[src/rtl/gen3_pkg.sv]
// Shared constants and types for the Gen3 receive stream sequencer.
package gen3_pkg;

    localparam int unsigned LANES   = 16;
    localparam int unsigned BPL     = 4;
    localparam int unsigned BLK_CYC = 4;
    localparam int unsigned DW      = 8 * LANES * BPL;
    localparam int unsigned VW      = LANES * BPL;
    localparam int unsigned SHW     = 2 * LANES;
    localparam int unsigned CNTW    = 2;

    localparam logic [1:0] SH_DATA = 2'b10;
    localparam logic [1:0] SH_OS   = 2'b01;

    localparam logic [7:0] SDS_SYM = 8'hE1;
    localparam logic [7:0] SKP_SYM = 8'hAA;

    typedef enum logic [1:0] {
        S_IDLE = 2'd0,
        S_OS   = 2'd1,
        S_DATA = 2'd2
    } gen3_state_e;

    typedef enum logic [1:0] {
        BLK_DATA = 2'd0,
        BLK_OS   = 2'd1,
        BLK_BAD  = 2'd2
    } gen3_blk_e;

endpackage

[src/rtl/gen3_sh_classify.sv]
// Classifies a block from its per-lane sync headers; all lanes must agree.
module gen3_sh_classify
    import gen3_pkg::*;
(
    input  logic [SHW-1:0] i_sh,
    output logic [1:0]     o_cls
);

    logic w_all_data;
    logic w_all_os;

    // Lane-agreement check: any lane off the common code makes the block BAD.
    always_comb begin
        w_all_data = 1'b1;
        w_all_os   = 1'b1;
        for (int l = 0; l < int'(LANES); l++) begin
            if (i_sh[2*l +: 2] != SH_DATA) w_all_data = 1'b0;
            if (i_sh[2*l +: 2] != SH_OS)   w_all_os   = 1'b0;
        end
        if (w_all_data)    o_cls = BLK_DATA;
        else if (w_all_os) o_cls = BLK_OS;
        else               o_cls = BLK_BAD;
    end

endmodule

[src/rtl/gen3_rx_stream_ctrl.sv]
// Gen3 receive stream sequencer: block tracking, OS/data-stream FSM, byte framing.
module gen3_rx_stream_ctrl
    import gen3_pkg::*;
(
    input  logic            clk,
    input  logic            rst,
    input  logic            en,
    input  logic [DW-1:0]   data_in,
    input  logic [SHW-1:0]  sh_in,
    input  logic            sh_valid,
    output logic [DW-1:0]   data_out,
    output logic [VW-1:0]   valid_out,
    output logic [SHW-1:0]  sh_out,
    output logic            ds_active,
    output logic            sds_det,
    output logic            skp_det,
    output logic            align_err,
    output logic            sh_err,
    output logic [7:0]      err_cnt
);

    logic [1:0]      r_state;
    logic            r_sds_pend;
    logic [CNTW-1:0] r_blk_cnt;
    logic            r_started;
    logic [1:0]      r_cls;
    logic [DW-1:0]   r_data_out;
    logic [VW-1:0]   r_valid_out;
    logic [SHW-1:0]  r_sh_out;
    logic            r_ds_active;
    logic            r_sds_det;
    logic            r_skp_det;
    logic            r_align_err;
    logic            r_sh_err;
    logic [7:0]      r_err_cnt;

    logic [1:0]      w_cls;
    logic [1:0]      w_cur_cls;
    logic [1:0]      w_blk_state;
    logic [1:0]      w_state_nxt;
    logic            w_pend_nxt;
    logic            w_sds;
    logic            w_skp;
    logic            w_sh_err;
    logic            w_early;
    logic            w_late;
    logic            w_align;
    logic            w_valid_nxt;
    logic [CNTW-1:0] w_blk_cnt_nxt;

    gen3_sh_classify u_classify (
        .i_sh  (sh_in),
        .o_cls (w_cls)
    );

    // Block cadence: a block start is expected exactly when the counter wraps to 0.
    always_comb begin
        w_early = r_started && sh_valid && (r_blk_cnt != '0);
        w_late  = r_started && !sh_valid && (r_blk_cnt == '0);
        w_align = w_early || w_late;
        if (sh_valid)
            w_blk_cnt_nxt = CNTW'(1);
        else if (r_blk_cnt == CNTW'(BLK_CYC - 1))
            w_blk_cnt_nxt = '0;
        else
            w_blk_cnt_nxt = r_blk_cnt + CNTW'(1);
    end

    // Next-state and pulse decode; transitions only take effect at block starts.
    always_comb begin
        w_state_nxt = r_state;
        w_pend_nxt  = r_sds_pend;
        w_sds       = 1'b0;
        w_skp       = 1'b0;
        w_sh_err    = 1'b0;
        w_cur_cls   = sh_valid ? w_cls : r_cls;

        // State in which the block starting now is processed.
        if (r_state == S_IDLE)
            w_blk_state = S_OS;
        else if ((r_state == S_OS) && r_sds_pend)
            w_blk_state = S_DATA;
        else
            w_blk_state = r_state;

        if (sh_valid) begin
            if (w_cls == BLK_BAD) w_sh_err = 1'b1;
            if (en) begin
                w_pend_nxt = 1'b0;
                case (w_blk_state)
                    S_DATA: w_state_nxt = (w_cls == BLK_DATA) ? S_DATA : S_OS;
                    default: begin
                        if (w_cls == BLK_DATA) w_sh_err = 1'b1;
                        w_state_nxt = S_OS;
                    end
                endcase
                if (w_cls == BLK_OS) begin
                    if (data_in[7:0] == SDS_SYM) begin
                        w_sds      = 1'b1;
                        w_pend_nxt = 1'b1;
                    end
                    if (data_in[7:0] == SKP_SYM) w_skp = 1'b1;
                end
            end
        end

        if (!en) begin
            w_state_nxt = S_IDLE;
            w_pend_nxt  = 1'b0;
        end

        w_valid_nxt = (w_state_nxt == S_DATA) && (w_cur_cls == BLK_DATA);
    end

    // State, block tracking and registered outputs.
    always_ff @(posedge clk or posedge rst) begin
        if (rst) begin
            r_state     <= S_IDLE;
            r_sds_pend  <= 1'b0;
            r_blk_cnt   <= '0;
            r_started   <= 1'b0;
            r_cls       <= BLK_BAD;
            r_data_out  <= '0;
            r_valid_out <= '0;
            r_sh_out    <= '0;
            r_ds_active <= 1'b0;
            r_sds_det   <= 1'b0;
            r_skp_det   <= 1'b0;
            r_align_err <= 1'b0;
            r_sh_err    <= 1'b0;
            r_err_cnt   <= '0;
        end else begin
            r_state     <= w_state_nxt;
            r_sds_pend  <= w_pend_nxt;
            r_blk_cnt   <= w_blk_cnt_nxt;
            // A missed block start drops tracking until the next sh_valid.
            if (sh_valid)    r_started <= 1'b1;
            else if (w_late) r_started <= 1'b0;
            if (sh_valid) begin
                r_cls    <= w_cls;
                r_sh_out <= sh_in;
            end
            r_data_out  <= data_in;
            r_valid_out <= {VW{w_valid_nxt}};
            r_ds_active <= (w_state_nxt == S_DATA);
            r_sds_det   <= w_sds;
            r_skp_det   <= w_skp;
            r_align_err <= w_align;
            r_sh_err    <= w_sh_err;
            if ((w_align || w_sh_err) && (r_err_cnt != 8'hFF))
                r_err_cnt <= r_err_cnt + 8'd1;
        end
    end

    assign data_out  = r_data_out;
    assign valid_out = r_valid_out;
    assign sh_out    = r_sh_out;
    assign ds_active = r_ds_active;
    assign sds_det   = r_sds_det;
    assign skp_det   = r_skp_det;
    assign align_err = r_align_err;
    assign sh_err    = r_sh_err;
    assign err_cnt   = r_err_cnt;

endmodule

[config.mk]
export PLATFORM = sky130hd
export DESIGN_NAME = gen3_rx_stream_ctrl
export DESIGN_NICKNAME = d
export VERILOG_FILES = /design/src/rtl/gen3_pkg.sv /design/src/rtl/gen3_sh_classify.sv /design/src/rtl/gen3_rx_stream_ctrl.sv
export SDC_FILE = /design/constraint.sdc
export NUM_CORES = 1
export LEC_CHECK = 0
export ABC_AREA = 1
export CAP_MARGIN = 5
export CORE_AREA = 2 2 450 452
export DETAILED_ROUTE_END_ITERATION = 8
export DIE_AREA = 0 0 452 454
export SETUP_SLACK_MARGIN = 0.5
export SYNTH_ARGS = -nofsm -noshare
export SYNTH_HDL_FRONTEND = slang
export SYNTH_HIERARCHICAL = 1
export SYNTH_SLANG_ARGS = --single-unit
[constraint.sdc]
create_clock -name clk -period 47.4 [get_ports clk]
set_input_delay 9.48 -clock clk [delete_from_list [all_inputs] [get_ports clk]]
set_output_delay 9.48 -clock clk [all_outputs]
set_load 0.1 [all_outputs]
==> impl_metrics.json, run 1 <==
{
  "grt_overflow_total": 0,
  "via_count": 12900,
  "cp_slowest_cell": "buf_4",
  "required_ns": 48.03,
  "ctsResizeCount": 0,
  "antenna_found_initial": 150,
  "worst_setup_path_start_kind": "input pin",
  "io_pins": 1169,
  "synthCells": 915,
  "finalMaxSlewViolations": 0,
  "synth-seq-area-share": 0.894,
  "period_share": 0.259,
  "drt_iter0_drc": 756,
  "synth_area_per_cell_um2": 17.3,
  "path_delay_family": "buffers and inverters",
  "clock_skew_ns": 0.0245,
  "synth-seq-cells": 566,
  "groute.usage.overall": 0.151,
  "clk_pin_slew_worst_paths_ns": 0.06,
  "cts_setup_buffers": 0,
  "arrival_ns": 12.93,
  "core_um2": 201000,
  "critical_path.max_fanout": 152,
  "rows": 165,
  "power_density_nw_per_um2": 46.2,
  "cp_common_cell": "buf_4",
  "cp-end-kind": "async pin",
  "clock-sinks": 566,
  "status": "finished, final reports clean",
  "cts_root_buf": "clkbuf_16",
  "clock_latency_ns": 0.69,
  "place_ws_ns": 34.26,
  "fin_cells": 4853,
  "wirelength_um": 159000,
  "cap_violations": 0,
  "whs_ns": 0.437,
  "setup_slack_ns": 35.10,
  "drive_gt1_frac": 0.152,
  "ctsHoldBuffers": 0,
  "syn_nets": 1465,
  "setup-tns-final_ns": 0,
  "worst_slew_pin_slew_ns": 1.18,
  "hp-class": "flip-flop to flip-flop",
  "post-dp-hpwl_um": 141000,
  "synth_cell_types": 25,
  "rsz0062_at_grt": "no",
  "cts_tree": "built",
  "clock_path_buffers": 3,
  "fin_crit_ns": 12.30,
  "area_growth_pct": 107,
  "fin_util": 0.163,
  "nets": 2649,
  "setup_viol": 0,
  "slew_headroom": 0.208,
  "path_cells": "clkdlybuf4s50_1 -> inv_8 -> buf_4 -> buf_4 -> buf_12",
  "cts_max_level": 3,
  "synth_warnings": 6,
  "cts_made_buffers": 76,
  "dieArea_um2": 205000,
  "grt_pass1_vias": 13300,
  "io_buffers": 1168,
  "gp_congestion": 0.977,
  "initial_core_util": 0.0789,
  "routed_via_density": 2.65,
  "fp.dieH_um": 454,
  "grt_max_degree": 153,
  "drt-wirelength-per-cell_um": 32.8,
  "p_leak_nw": 13.4,
  "worst-setup-path-type": "input pin to async pin",
  "ir_drop_v": 0.0000334,
  "synth_area_um2": 15800,
  "numPlacedInstances": 4693,
  "fillCellCount": 22100,
  "hold_violations": 0,
  "grt_pass1_wl_um": 188000,
  "drtAntennaViolNets": 0,
  "crit_buf_inv": 5,
  "fp.dieW_um": 452,
  "slowest_delay_ns": 0.72,
  "fmax_mhz": 81.3,
  "dr.pass1.iters": 5,
  "drc": 0
}
## cells in the final DEF, fill, tap and decap left out, types with 3 or more instances in the layout
cell	synthesis	final
clkinv_16	0	4
nand3b_1	3	3
nand3_1	19	19
diode_2	0	24
clkdlybuf4s50_1	0	982
clkbuf_8	0	12
buf_2	3	3
buf_4	64	189
dfrtp_1	565	565
inv_6	0	3
clkinvlp_4	0	8
clkbuf_1	3	11
nor2_1	39	39
nand2_1	165	165
inv_16	0	3
clkbuf_16	0	76
o21ai_0	4	4
bufinv_16	0	10
inv_1	30	29
clkinv_2	0	7
## sequential cells by signal, summed over array words and instances (netlist names), 2 cells and up
name,cells
data_out,512
err_cnt,8
r_blk_cnt,2
r_cls,2
r_state,2
sh_out,32
## final cells by class
type                            count  area (µm²)  area share
Clock buffer                       99        2110      0.0643
Tap cell                         2672        3340       0.102
Clock inverter                     37         619      0.0189
Multi-Input combinational cell    248        1050      0.0321
Timing Repair Buffer             1176       11300       0.345
Inverter                           31         124     0.00378
Sequential cell                   566       14200       0.432
Antenna cell                       24        60.1     0.00183
## per-layer routing
| layer | GRT usage | wire [µm] | vias to the layer above |
|---|---|---|---|
| li1 | - | - | 5168 |
| met5 | 0 | 106 | - |
| met1 | 0.173 | 61800 | 6458 |
| met4 | 0.0323 | 3850 | 16 |
| met2 | 0.267 | 80700 | 917 |
| met3 | 0.0542 | 12800 | 292 |
## power by group
part	switching, mW	internal (mW)
clock	0.252	0.374
sequential	0.0232	0.511
combinational	0.269	0.0857
total	0.545	0.971
## cells by family (layout without fill, tap and decap cells)
kind of cell,after synthesis,count (layout),synth area share
AND/OR/NAND/NOR,236,236,0.0610
adder cells (fa/ha/maj),2,2,0.00158
AO/OA/AOI/OAI,7,7,0.00221
buffers and inverters,101,1343,0.0393
other,0,24,0
XOR/XNOR,3,3,0.00166
flip-flops,566,566,0.894
## cells in the mapped netlist
| library cell | instances | area share |
|---|---|---|
| nand4_1 | 2 | 0.00079 |
| buf_2 | 3 | 0.00095 |
| nor3_2 | 1 | 0.00063 |
| o21ai_1 | 1 | 0.00032 |
| nor2_2 | 2 | 0.00079 |
| a21oi_1 | 2 | 0.00063 |
| nand3_1 | 19 | 0.0060 |
| o21ai_0 | 4 | 0.0013 |
| xor2_1 | 2 | 0.0011 |
| nand2_1 | 165 | 0.039 |
| inv_1 | 30 | 0.0071 |
| inv_2 | 1 | 0.00024 |
| ha_1 | 2 | 0.0016 |
| xnor2_1 | 1 | 0.00055 |
| clkbuf_1 | 3 | 0.00071 |
| or2_0 | 1 | 0.00040 |
| buf_4 | 64 | 0.030 |
| nand3b_1 | 3 | 0.0014 |
| nor2_1 | 39 | 0.0092 |
| or2_1 | 1 | 0.00040 |
| dfstp_2 | 1 | 0.0017 |
| dfrtp_1 | 565 | 0.89 |
| nand2_4 | 1 | 0.00071 |
| nand3_4 | 1 | 0.0011 |
| nand2_2 | 1 | 0.00040 |
## final timing paths
check,slack [ns],start,endpoint,cells after the start
max,35.10,rst,data_out[150],5
min,0.44,r_blk_cnt[0],r_blk_cnt[0],1
max reg2reg,45.63,r_blk_cnt[0],err_cnt[6],7
min reg2reg,0.44,r_blk_cnt[0],r_blk_cnt[0],1
max in group clk,35.21,valid_out[0],valid_out[60],2
min in group asynchronous,9.41,rst,data_out[191],2
## through the flow
stage               total power [mW]  area, µm²
detailed placement             0.901      30000
global placement               0.902      30000
global route                    1.57      32700
CTS                             1.55      32700
finish                          1.52      32800
floorplan                      0.749      15800
Power figures use the tool's default switching activity.
==> run 2: changes to the inputs <==
- clock period: 47.4 -> 10.1 ns (I/O delays scaled with it)
==> run 2 against run 1 <==
Effect of this change:
- power rose to 4.7 times the previous value
- sequential cell count did not move
- die area unchanged
- sequential power rose to 4.7 times the previous value
- sequential share of layout area down 0.13 points
- utilization hardly changed
- non-clock buffer count is 1 higher
- combinational power increased to 4.7 times the previous value
- clock skew decreased by 0.0047 ns
- highest routed layer unchanged
==> impl_metrics.json, run 2 (same netlist as run 1, synthesis figures left out) <==
{
  "status": "finished, final reports clean",
  "cts_tree": "built",
  "clock_latency_ns": 0.68,
  "grt_pass1_wl_um": 191000,
  "drc": 0,
  "initial_core_util": 0.0789,
  "grt_max_degree": 131,
  "p_leak_nw": 13.5,
  "post-dp-hpwl_um": 143000,
  "ctsHoldBuffers": 0,
  "io_buffers": 1168,
  "slew_headroom": 0.211,
  "whs_endpoint": "r_blk_cnt[0]",
  "via_count": 13200,
  "total_power_mw": 7.17,
  "worst_slew_pin_slew_ns": 1.18,
  "rsz0062_at_grt": "no",
  "cts_made_buffers": 77,
  "clock_skew_ns": 0.0198,
  "rrSetupSlack_ns": 8.45,
  "drt-wirelength-per-cell_um": 33.3,
  "setup-tns-final_ns": 0,
  "ir_drop_v": 0.000128,
  "p_switching_mw": 2.58,
  "hp-class": "flip-flop to flip-flop",
  "critical_path.max_fanout": 64,
  "p_clk_frac": 0.420,
  "fin_crit_ns": 4.72,
  "ctsResizeCount": 0,
  "wirelength_um": 163000,
  "drt_iter0_drc": 997,
  "comb_power_share": 0.233,
  "grt_pass1_vias": 13200,
  "clock_path_buffers": 3,
  "io_pins": 1169,
  "finalMaxSlewViolations": 0,
  "drtAntennaViolNets": 0,
  "fmax_mhz": 212,
  "r2r_cells": 7,
  "antenna_found_initial": 184,
  "dr.pass1.iters": 5,
  "cts_root_buf": "clkbuf_16",
  "hold_path_startpoint": "r_blk_cnt[0]",
  "gp_congestion": 0.994,
  "final_common_cell": "clkdlybuf4s50_1",
  "p_int_mw": 4.59,
  "period_share": 0.467,
  "r2r_end": "err_cnt[6]",
  "worst_setup_path_start_kind": "flip-flop",
  "largest_reg_flops": 512,
  "cp-end-kind": "primary output",
  "setup_viol": 0,
  "grt_overflow_total": 0,
  "core_um2": 201000,
  "dieArea_um2": 205000,
  "seq_power_share": 0.347,
  "cap_violations": 0,
  "switching_share": 0.360,
  "cts_max_level": 3,
  "fillCellCount": 22100,
  "min_path_cells": 1,
  "required_ns": 8.08,
  "worst-setup-path-type": "flip-flop to primary output",
  "hold_violations": 0,
  "cts_setup_buffers": 0,
  "clock-sinks": 566,
  "groute.usage.overall": 0.154,
  "routed_via_density": 2.70,
  "fin_cells": 4879,
  "rows": 165,
  "drive_gt1_frac": 0.159,
  "nets": 2651,
  "startpoint": "valid_out[0]",
  "power_density_nw_per_um2": 218,
  "final_cell_mix": "clkdlybuf4s50_1, dfrtp_1, buf_4",
  "fp.dieW_um": 452,
  "fp.dieH_um": 454,
  "area_growth_pct": 108,
  "clk_pin_slew_worst_paths_ns": 0.05,
  "arrival_ns": 2.70,
  "rr_startpoint": "r_blk_cnt[0]",
  "numPlacedInstances": 4694
}
-- run 2: worst max path at each step --
stage                          endpoint  slack [ns]  cells past startpoint
after floorplan               align_err        0.37                      1
after global placement       err_cnt[5]        5.81                     15
after detailed placement     err_cnt[3]        5.81                     15
after CTS                 valid_out[31]        5.28                      2
after global routing      valid_out[14]        5.24                      2
final                     valid_out[14]        5.38                      2
-- run 2: power by group through the flow --
stage	clock network (mW)	logic [mW]	registers (mW)
after global placement	0	1.70	2.52
after global routing	3.20	1.72	2.50
after CTS	3.13	1.70	2.49
after detailed placement	0	1.69	2.52
after floorplan	0	0.0835	3.43
final	3.01	1.67	2.49
-- run 2: worst max-delay path, stage by stage, from the launching register on --
cell             delay [ns]
dfrtp_1                0.33
buf_4                  0.43
clkdlybuf4s50_1        1.24
-- run 2: cell type report --
| type | count | area, µm² | share of cell area |
|---|---|---|---|
| Clock inverter | 33 | 562 | 0.0171 |
| Timing Repair Buffer | 1177 | 11300 | 0.344 |
| Inverter | 31 | 120 | 0.00365 |
| Multi-Input combinational cell | 248 | 1050 | 0.0320 |
| Antenna cell | 45 | 113 | 0.00343 |
| Sequential cell | 566 | 14200 | 0.431 |
| Clock buffer | 107 | 2210 | 0.0672 |
| Tap cell | 2672 | 3340 | 0.102 |
-- run 2: stage by stage --
| stage | setup WS, ns | cell area (µm²) | hold slack (ns) | util |
|---|---|---|---|---|
| after global placement | 5.81 | 30000 | 0.424 | 0.149 |
| after floorplan | 0.373 | 15800 | 0.409 | - |
| after CTS | 5.28 | 32800 | 0.432 | 0.163 |
| final | 5.38 | 32900 | 0.429 | 0.164 |
| after detailed placement | 5.81 | 30000 | 0.424 | 0.149 |
| after global routing | 5.24 | 32800 | 0.474 | 0.163 |
-- run 2: layer usage --
layer  vias to the layer above  wire (µm)  track usage
met1                      6652      63400        0.184
met3                       344      13900       0.0465
li1                       5201          -            -
met2                       954      80400        0.264
met5                         -        123      0.00840
met4                        18       4870       0.0422
